## src/rtl/clk_divide_prog.sv

```systemverilog
// clk_divide_prog: runtime-programmable integer clock divider (N = 2..2^W-1).
// The ratio is loaded through a shadow register and takes effect only at a
// period boundary, so the output never shows a runt pulse. Also provides a
// per-period tick, a run/pause enable and load ack/error pulses.
// Optional build macro: CLK_DIV_ODD50_EN adds a falling-edge flop that
// stretches the high phase by half a cycle, giving a 50% duty cycle for odd N.
module clk_divide_prog #(
    parameter int unsigned W        = 8,
    parameter int unsigned DIV_INIT = 8
) (
    input  logic         clk,
    input  logic         rst,
    input  logic         en,
    input  logic [W-1:0] div_val,
    input  logic         div_load,
    output logic         div_ack,
    output logic         div_err,
    output logic         clk_out,
    output logic         tick
);

    localparam logic [W-1:0] INIT_VAL = W'(DIV_INIT);
    localparam logic [W-1:0] ONE      = W'(1);
    localparam logic [W-1:0] TWO      = W'(2);

    // Reject ratios that cannot be represented or cannot toggle
    if ((DIV_INIT < 2) || (DIV_INIT > (2 ** W) - 1)) begin : g_bad_div_init
        $error("clk_divide_prog: DIV_INIT must be in 2..2^W-1");
    end

    logic [W-1:0] r_cnt;
    logic [W-1:0] r_cur;
    logic [W-1:0] r_shadow;
    logic         r_pending;
    logic         r_out;
    logic         r_tick;
    logic         r_ack;
    logic         r_err;

    logic         w_last;
    logic         w_half_last;
    logic         w_bound;
    logic         w_load_ok;
    logic         w_load_bad;

    // Period decode: last count of the period and last count of the high phase
    assign w_last      = (r_cnt == (r_cur - ONE));
    assign w_half_last = (r_cnt == ((r_cur >> 1) - ONE));
    assign w_bound     = en & w_last;
    assign w_load_ok   = div_load & (div_val >= TWO);
    assign w_load_bad  = div_load & (div_val <  TWO);

    // Position counter and registered divided clock; both hold while paused
    always_ff @(posedge clk) begin
        if (rst) begin
            r_cnt <= '0;
            r_out <= 1'b0;
        end else if (en) begin
            if (w_last) begin
                r_cnt <= '0;
                r_out <= 1'b1;
            end else begin
                r_cnt <= r_cnt + ONE;
            end
            if (w_half_last) begin
                r_out <= 1'b0;
            end
        end
    end

    // Ratio shadowing: a valid load always lands in the shadow (last write
    // wins); a boundary with a pending ratio promotes it to the active ratio.
    // A load in the boundary cycle itself stays pending for the next boundary.
    always_ff @(posedge clk) begin
        if (rst) begin
            r_cur     <= INIT_VAL;
            r_shadow  <= INIT_VAL;
            r_pending <= 1'b0;
        end else begin
            if (w_bound && r_pending) begin
                r_cur     <= r_shadow;
                r_pending <= 1'b0;
            end
            if (w_load_ok) begin
                r_shadow  <= div_val;
                r_pending <= 1'b1;
            end
        end
    end

    // One-cycle status pulses
    always_ff @(posedge clk) begin
        if (rst) begin
            r_tick <= 1'b0;
            r_ack  <= 1'b0;
            r_err  <= 1'b0;
        end else begin
            r_tick <= w_bound;
            r_ack  <= w_bound & r_pending;
            r_err  <= w_load_bad;
        end
    end

    assign tick    = r_tick;
    assign div_ack = r_ack;
    assign div_err = r_err;

`ifdef CLK_DIV_ODD50_EN
    logic r_out_n;

    // Half-cycle delayed copy of the divided clock
    always_ff @(negedge clk) begin
        if (rst) begin
            r_out_n <= 1'b0;
        end else begin
            r_out_n <= r_out;
        end
    end

    assign clk_out = r_cur[0] ? (r_out | r_out_n) : r_out;
`else
    assign clk_out = r_out;
`endif

endmodule

```

## config.mk

```make
export PLATFORM = sky130hd
export DESIGN_NAME = clk_divide_prog
export DESIGN_NICKNAME = d
export VERILOG_FILES = /design/src/rtl/clk_divide_prog.sv
export SDC_FILE = /design/constraint.sdc
export NUM_CORES = 1
export LEC_CHECK = 0
export ABC_CLOCK_PERIOD_IN_PS = 2100
export BUFFER_PORTS_ARGS = -buffer_cell sky130_fd_sc_hd__buf_2
export CAP_MARGIN = 20
export CORE_MARGIN = 8
export CORE_UTILIZATION = 52
export CTS_CLUSTER_SIZE = 16
export DETAILED_ROUTE_END_ITERATION = 10
export GPL_ROUTABILITY_DRIVEN = 0
export PLACE_DENSITY = 0.74
export SYNTH_ARGS = -nofsm -noshare
export SYNTH_HDL_FRONTEND = slang
export SYNTH_SLANG_ARGS = --single-unit
```

## constraint.sdc

```tcl
create_clock -name clk -period 2.1 [get_ports clk]
set_input_delay 0.21 -clock clk [delete_from_list [all_inputs] [get_ports clk]]
set_output_delay 0.21 -clock clk [all_outputs]
set_load 0.03 [all_outputs]
```

==> results of run 1 <==
==> stage by stage <==
stage / total power [mW] / instance area [um^2] / setup TNS (ps) / worst slack [ps]
2_1_floorplan: 0.637 / 1630 / 0 / 52.5
3_3_place_gp: 0.659 / 1730 / 0 / 73.5
3_5_place_dp: 0.662 / 1730 / 0 / 6.19
4_1_cts: 1.22 / 1830 / 0 / 2.10
5_1_grt: 1.25 / 1870 / -67.3 / -51.1
6_report: 1.21 / 1870 / 0 / 103
==> sequential cells by signal (all words and copies together), names as in the netlist <==
| signal | count |
|---|---|
| r_pending | 1 |
| r_cnt | 8 |
| clk_out | 1 |
| r_shadow | 8 |
| div_ack | 1 |
| div_err | 1 |
| r_cur | 8 |
| tick | 1 |
==> layer usage <==
layer	vias up	GRT usage, %	share of wire [%]	routed length, um
li1	667	-	-	-
met2	37	22.6	49	1770
met1	606	15.2	43	1550
met4	0	8.62	3.3	120
met5	-	0	0	0
met3	12	3.99	4.3	155
==> what timing repair did <==
action,CTS,global route
buffers inserted,0,0
hold buffers,0,0
gates resized for setup,1,9
hold endpoints to repair,0,0
pin swaps,0,1
endpoints found under the setup margin,1,10
==> worst reg2reg max path, cell delays in order, from the launching register on <==
cell,delay (ps)
sky130_fd_sc_hd__dfxtp_1,320
sky130_fd_sc_hd__inv_1,80
sky130_fd_sc_hd__ha_1,230
sky130_fd_sc_hd__buf_4,170
sky130_fd_sc_hd__nand2b_1,130
sky130_fd_sc_hd__a21oi_1,70
sky130_fd_sc_hd__a311o_1,310
sky130_fd_sc_hd__a2111oi_1,430
sky130_fd_sc_hd__a221oi_1,130
==> cell usage in the layout, fill, tap and decap left out, types with 2 or more instances in the layout <==
master                      instances
sky130_fd_sc_hd__clkbuf_4           5
sky130_fd_sc_hd__a221oi_1           2
sky130_fd_sc_hd__buf_4              6
sky130_fd_sc_hd__nand2_1           35
sky130_fd_sc_hd__bufinv_16          2
sky130_fd_sc_hd__inv_1              5
sky130_fd_sc_hd__a21oi_1            9
sky130_fd_sc_hd__xor2_1            15
sky130_fd_sc_hd__nor2_1            15
sky130_fd_sc_hd__nor3b_1            2
sky130_fd_sc_hd__mux2i_1            9
sky130_fd_sc_hd__nand2b_1           3
sky130_fd_sc_hd__ha_1               3
sky130_fd_sc_hd__xnor2_1            8
sky130_fd_sc_hd__xnor2_2            2
sky130_fd_sc_hd__nand3_1            2
sky130_fd_sc_hd__nor3_1             2
sky130_fd_sc_hd__o21ai_0            3
sky130_fd_sc_hd__nand4_1            4
sky130_fd_sc_hd__buf_2             15
sky130_fd_sc_hd__dfxtp_1           27
sky130_fd_sc_hd__and3_1             2
==> power groups by stage <==
stage               Clock [mW]  Sequential [mW]  Combinational, mW
floorplan                    0            0.584             0.0522
global placement             0            0.590             0.0695
detailed placement           0            0.590             0.0717
CTS                      0.575            0.577             0.0719
global route             0.595            0.578             0.0798
finish                   0.564            0.576             0.0720
==> area by class of cell <==
cell class	count	area (um^2)
inverter	5	18.8
clock inverter	3	65.1
timing repair buffer	21	120
clock buffer	5	37.5
tap	33	41.3
multi-input combinational	142	1010
sequential	29	586
fill	268	1130
==> logic make-up after synthesis <==
group | after synthesis
AOI/OAI and AO/OA | 24
xor gates and xnor gates | 26
adders and majority gates | 3
buffers and inverters | 16
DFF | 29
muxes | 9
and+or+nand+nor | 80
==> worst max path at each step <==
stage              from       end  slack [ps]
6_report       r_cur[1]   clk_out         100
5_1_grt        r_cur[1]   clk_out         -50
4_1_cts        r_cur[1]   clk_out           2
3_5_place_dp   r_cur[0]   clk_out           6
3_3_place_gp   r_cur[1]   clk_out          70
2_1_floorplan  r_cur[2]  r_cur[0]          50
==> impl_metrics.csv, run 1 <==
group,metric,value,unit
logic_synthesis,synthCells,187,
drt,final_antenna_net_count,0,
hold_path,hp-start,"div_val[3]",
outcome,status,"complete, no violations",
pwr,power.ir.vdd_worst,487,uV
drt,detail_route.wirelength,3600,um
final_layout,post_route_cells_drive_above_1_share,21.5,%
floorplanning,dieHeight,71.9,um
place,dpl.cell_count,230,
hold_path,whs_endpoint,"r_shadow[3]",
grt,number_of_global_route_vias_before_repair,1259,
sta,fin_hold_ws,110,ps
job,max_cap_violations,0,
floorplanning,num_rows,20,
pwr,power.share.combinational,5.9,%
sta,fin_crit_sh,95.1,%
grt,globalRouteTotalUtil,13.7,%
setup_path,critical_path_buf_inv_count,2,
final_layout,nets,219,
cts,tritoncts.num_buffers,5,
setup_path,worstRegToRegCells,8,
logic_synthesis,synthMuxAreaShare,5.54,%
cts,cts_tree,"built",
cts,cts.clk_slew.worst_paths,100,ps
logic_synthesis,post_synth_fa_ha_maj_area_fraction,2.31,%
pwr,power.clock.fraction,46.5,%
hold_path,hold_path_class,"input pin to register",
hold_path,min_delay_path_depth,3,
logic_synthesis,dominantRegCellSynth,"sky130_fd_sc_hd__dfxtp_1",
logic_synthesis,synth_warnings,0,
floorplanning,top_level_i_o_count,16,
setup_path,worst_reg2reg_path_endpoint,"clk_out",
setup_path,timing.critical_path.slowest_stage_cell,"sky130_fd_sc_hd__a2111oi_1",
sta,final-setup-viol-count,0,
cts,h-tree-depth,2,
sta,timing_worst_slew_pin_value,510,ps
logic_synthesis,syn_avg_cell_area,8.69,um^2
setup_path,timing.critical_path.required,2310,ps
setup_path,regToRegStartpoint,"r_cur[1]",
setup_path,timing.critical_path.to_type,"register",
setup_path,regToRegSetupSlack,100,ps
setup_path,path_class,"register to register",
logic_synthesis,synth_compound_area_share,10.5,%
pwr,p_leak,0.735,nW
pwr,power_density,647,nW/um^2
grt,grt_pass1_wl,5550,um
setup_path,critical-path-top-delay-family,"compound AO/OA/AOI/OAI gates",
cts,numClockSinks,29,
grt,grt_antenna_before_repair,0,
logic_synthesis,synth_xor_xnor_area_share,15.4,%
logic_synthesis,synth.most_common_cell,"sky130_fd_sc_hd__nand2_1",
final_layout,post_layout_nonfiller_instances,238,
pwr,internal_power,962,uW
grt,grt_remaining_overflow,0,
logic_synthesis,synth_simple_gate_area_share,25.6,%
final_layout,layout_overhead_on_the_synthesized_area,15.3,%
cts,root_buffer,"sky130_fd_sc_hd__clkbuf_4",
cts,insertion_delay,330,ps
setup_path,worst_path_largest_cell_delay,430,ps
sta,finalWorstPathRequiredPeriod,2000,ps
grt,grt_start_max_net_pins,17,
logic_synthesis,ff_latch_count_synth,29,
floorplanning,placeableCoreArea,3000,um^2
pwr,p_sw,251,uW
setup_path,worstPathCellList,"inv_1, ha_1, buf_4, nand2b_1, a21oi_1, a311o_1, a2111oi_1, a221oi_1",
logic_synthesis,post-synth-top-area-cell,"sky130_fd_sc_hd__dfxtp_1",
drt,viasPerCell,5.55,
logic_synthesis,synth-edff-count,0,
drt,detail_route.first_pass.iterations,4,
drt,wl_per_cell,15.1,um
logic_synthesis,async_flop_share,0,%
setup_path,critical_path.startpoint_type,"register",
final_layout,layout.core_utilization,62.4,%
floorplanning,fp.dieW,71.9,um
logic_synthesis,synth_top_area_share,35.7,%
sta,clock-skew-final,13.3,ps
sta,max-slew-margin-rel,66.0,%
sta,fmaxAchievable,501,MHz
setup_path,cp_max_fo,6,
logic_synthesis,synth_nets,202,
cts,ctsLongestPathBuffers,2,
setup_path,cp_data_arrival_time,2210,ps
floorplanning,floorplan_die_area,5170,um^2
place,place.port_buffers,15,
drt,residual_drc,0,
logic_synthesis,post_synth_most_frequent_cells,"sky130_fd_sc_hd__nand2_1 (35), sky130_fd_sc_hd__dfxtp_1 (29), sky130_fd_sc_hd__nor2_1 (15), sky130_fd_sc_hd__xor2_1 (15)",
drt,detailroute.via_count,1322,
setup_path,cp_num_cells,8,
sta,final_slew_violations,0,
pwr,sw_frac_of_total,20.7,%
place,dp_hpwl,2570,um
logic_synthesis,synth-seq-area-share,35.7,%
logic_synthesis,largest_family_of_logic_cells_by_synthesized_area,"simple AND/OR/NAND/NOR gates",
logic_synthesis,synth_area_leaders,"sky130_fd_sc_hd__dfxtp_1 (36%), sky130_fd_sc_hd__nand2_1 (8.1%), sky130_fd_sc_hd__xor2_1 (8.1%)",
floorplanning,initial_core_util,54.1,%
logic_synthesis,post_synth_instance_area,1630,um^2
logic_synthesis,netlist-cell-type-count,46,
drt,drt_iter0_markers,68,
final_layout,insertedDiodeCount,0,
sta,finalHoldViolations,0,
pwr,seq_power_share,47.5,%
Power figures use the tool's default switching activity.
==> run 2, diff against run 1 <==
- RECOVER_POWER: default -> 100
==> run 2 against run 1 <==
Against the previous run:
- final cell count unchanged
- routed wire length hardly changed
- worst hold slack better by 14 ps
- highest routed layer unchanged
==> impl_metrics.csv, run 2 (synthesis results as in run 1) <==
group,metric,value,unit
final_layout,n_fill_cell,265,
place,place.port_buffers,15,
cts,numClockSinks,29,
final_layout,most_common_library_cell_in_the_layout_ignoring_fill_and_taps,"sky130_fd_sc_hd__nand2_1",
cts,cts.clk_slew.worst_paths,100,ps
drt,drt_iter0_markers,72,
drt,detail_route.first_pass.iterations,4,
pwr,p_leak,0.715,nW
grt,globalRouteTotalUtil,13.7,%
hold_path,hold_path_class,"input pin to register",
drt,residual_drc,0,
cts,tritoncts.num_buffers,5,
cts,cts.repair_timing.setup_buffer_count,0,
drt,detail_route.wirelength,3600,um
drt,final_antenna_net_count,0,
sta,final_slew_violations,0,
setup_path,timing.critical_path.to_type,"register",
place,post_dp_cell_area,1730,um^2
setup_path,timing.critical_path.required,2310,ps
floorplanning,top_level_i_o_count,16,
cts,ctsLongestPathBuffers,2,
pwr,power_density,649,nW/um^2
job,max_cap_violations,0,
floorplanning,floorplan_die_area,5170,um^2
sta,finalWorstPathRequiredPeriod,2000,ps
floorplanning,dieHeight,71.9,um
cts,insertion_delay,330,ps
sta,fin_crit_sh,95.1,%
setup_path,path_class,"register to register",
cts,cts_tree,"built",
final_layout,insertedDiodeCount,0,
sta,finalHoldViolations,0,
place,dp_hpwl,2570,um
pwr,power.total,1.21,mW
hold_path,min_delay_path_depth,3,
final_layout,layout_common_cells,"sky130_fd_sc_hd__nand2_1 (35), sky130_fd_sc_hd__dfxtp_1 (27), sky130_fd_sc_hd__nor2_1 (15), sky130_fd_sc_hd__xor2_1 (15), sky130_fd_sc_hd__buf_2 (10)",
setup_path,worstRegToRegCells,8,
sta,final-setup-viol-count,0,
final_layout,postLayoutCellArea,1870,um^2
grt,number_of_global_route_vias_before_repair,1259,
sta,clock-skew-final,13.4,ps
drt,detailroute.via_count,1325,
floorplanning,fp.dieW,71.9,um
setup_path,critical_path.startpoint_type,"register",
final_layout,nets,219,
cts,root_buffer,"sky130_fd_sc_hd__clkbuf_4",
final_layout,layout.core_utilization,62.2,%
setup_path,cp_max_fo,6,
final_layout,reg.largest.list,"r_cnt (8), r_cur (8), r_shadow (8)",
grt,grt_antenna_before_repair,0,
sta,fmaxAchievable,501,MHz
grt,grt_pass1_wl,5550,um
floorplanning,num_rows,20,
floorplanning,placeableCoreArea,3000,um^2
drt,wl_per_cell,15.1,um
final_layout,multi_input_comb_area,1010,um^2
cts,h-tree-depth,2,
setup_path,cp_data_arrival_time,2210,ps
grt,grt_remaining_overflow,0,
sta,timing_worst_slew_pin_value,506,ps
final_layout,layout_overhead_on_the_synthesized_area,14.9,%
final_layout,post_route_cells_drive_above_1_share,19.0,%
final_layout,area.sequential,586,um^2
sta,max-slew-margin-rel,66.2,%
drt,viasPerCell,5.57,
pwr,power.ir.vdd_worst,487,uV
floorplanning,initial_core_util,54.1,%
grt,grt_start_max_net_pins,17,
outcome,status,"complete, no violations",
==> run 2: what timing repair did <==
item,CTS,global route
pin swaps,0,1
gates resized for setup,1,9
endpoints found under the setup margin,1,10
hold buffers,0,0
==> run 2: routing by layer <==
| layer | up-vias | global-route usage (%) | share of wire (%) |
|---|---|---|---|
| met5 | - | 0 | 0 |
| met2 | 37 | 22.6 | 49 |
| met1 | 608 | 15.2 | 43 |
| li1 | 668 | - | - |
| met3 | 12 | 3.99 | 4.2 |
| met4 | 0 | 8.62 | 3.3 |
==> run 2: critical path: stages (launching register included) <==
cell                        delay [ps]
sky130_fd_sc_hd__dfxtp_1           320
sky130_fd_sc_hd__inv_1              80
sky130_fd_sc_hd__ha_1              230
sky130_fd_sc_hd__buf_4             170
sky130_fd_sc_hd__nand2b_1          130
sky130_fd_sc_hd__a21oi_1            70
sky130_fd_sc_hd__a311o_1           310
sky130_fd_sc_hd__a2111oi_1         430
sky130_fd_sc_hd__a221oi_1          130
==> run 2: worst paths after layout <==
check                            startpoint           to  slack [ps]
worst min-delay path             div_val[6]  r_shadow[6]         120
worst max-delay path               r_cur[1]      clk_out         100
worst max register to register     r_cur[1]      clk_out         100
worst min register to register  r_shadow[6]  r_shadow[6]         460
==> run 2: layout make-up <==
cell class                      count  share of cell area (%)
Clock buffer                        5                    2.01
Clock inverter                      3                    3.48
Inverter                            5                    1.00
Multi-Input combinational cell    142                    53.9
Sequential cell                    29                    31.3
Tap cell                           33                    2.21
Timing Repair Buffer               21                    6.10
==> run 2: per-stage QoR <==
step	hold WS (ps)	std cells	setup TNS [ps]	setup slack, ps
2_1_floorplan	334	187	0	52.5
3_3_place_gp	443	230	0	73.5
3_5_place_dp	451	230	0	6.19
4_1_cts	95.5	238	0	2.10
5_1_grt	130	238	-67.3	-51.1
6_report	124	238	0	103
==> run 2: report_power, final <==
part           internal (mW)  switching [mW]  leakage [nW]
Clock                  0.369           0.196        0.0552
Sequential             0.562          0.0137         0.236
Combinational         0.0307          0.0410         0.424
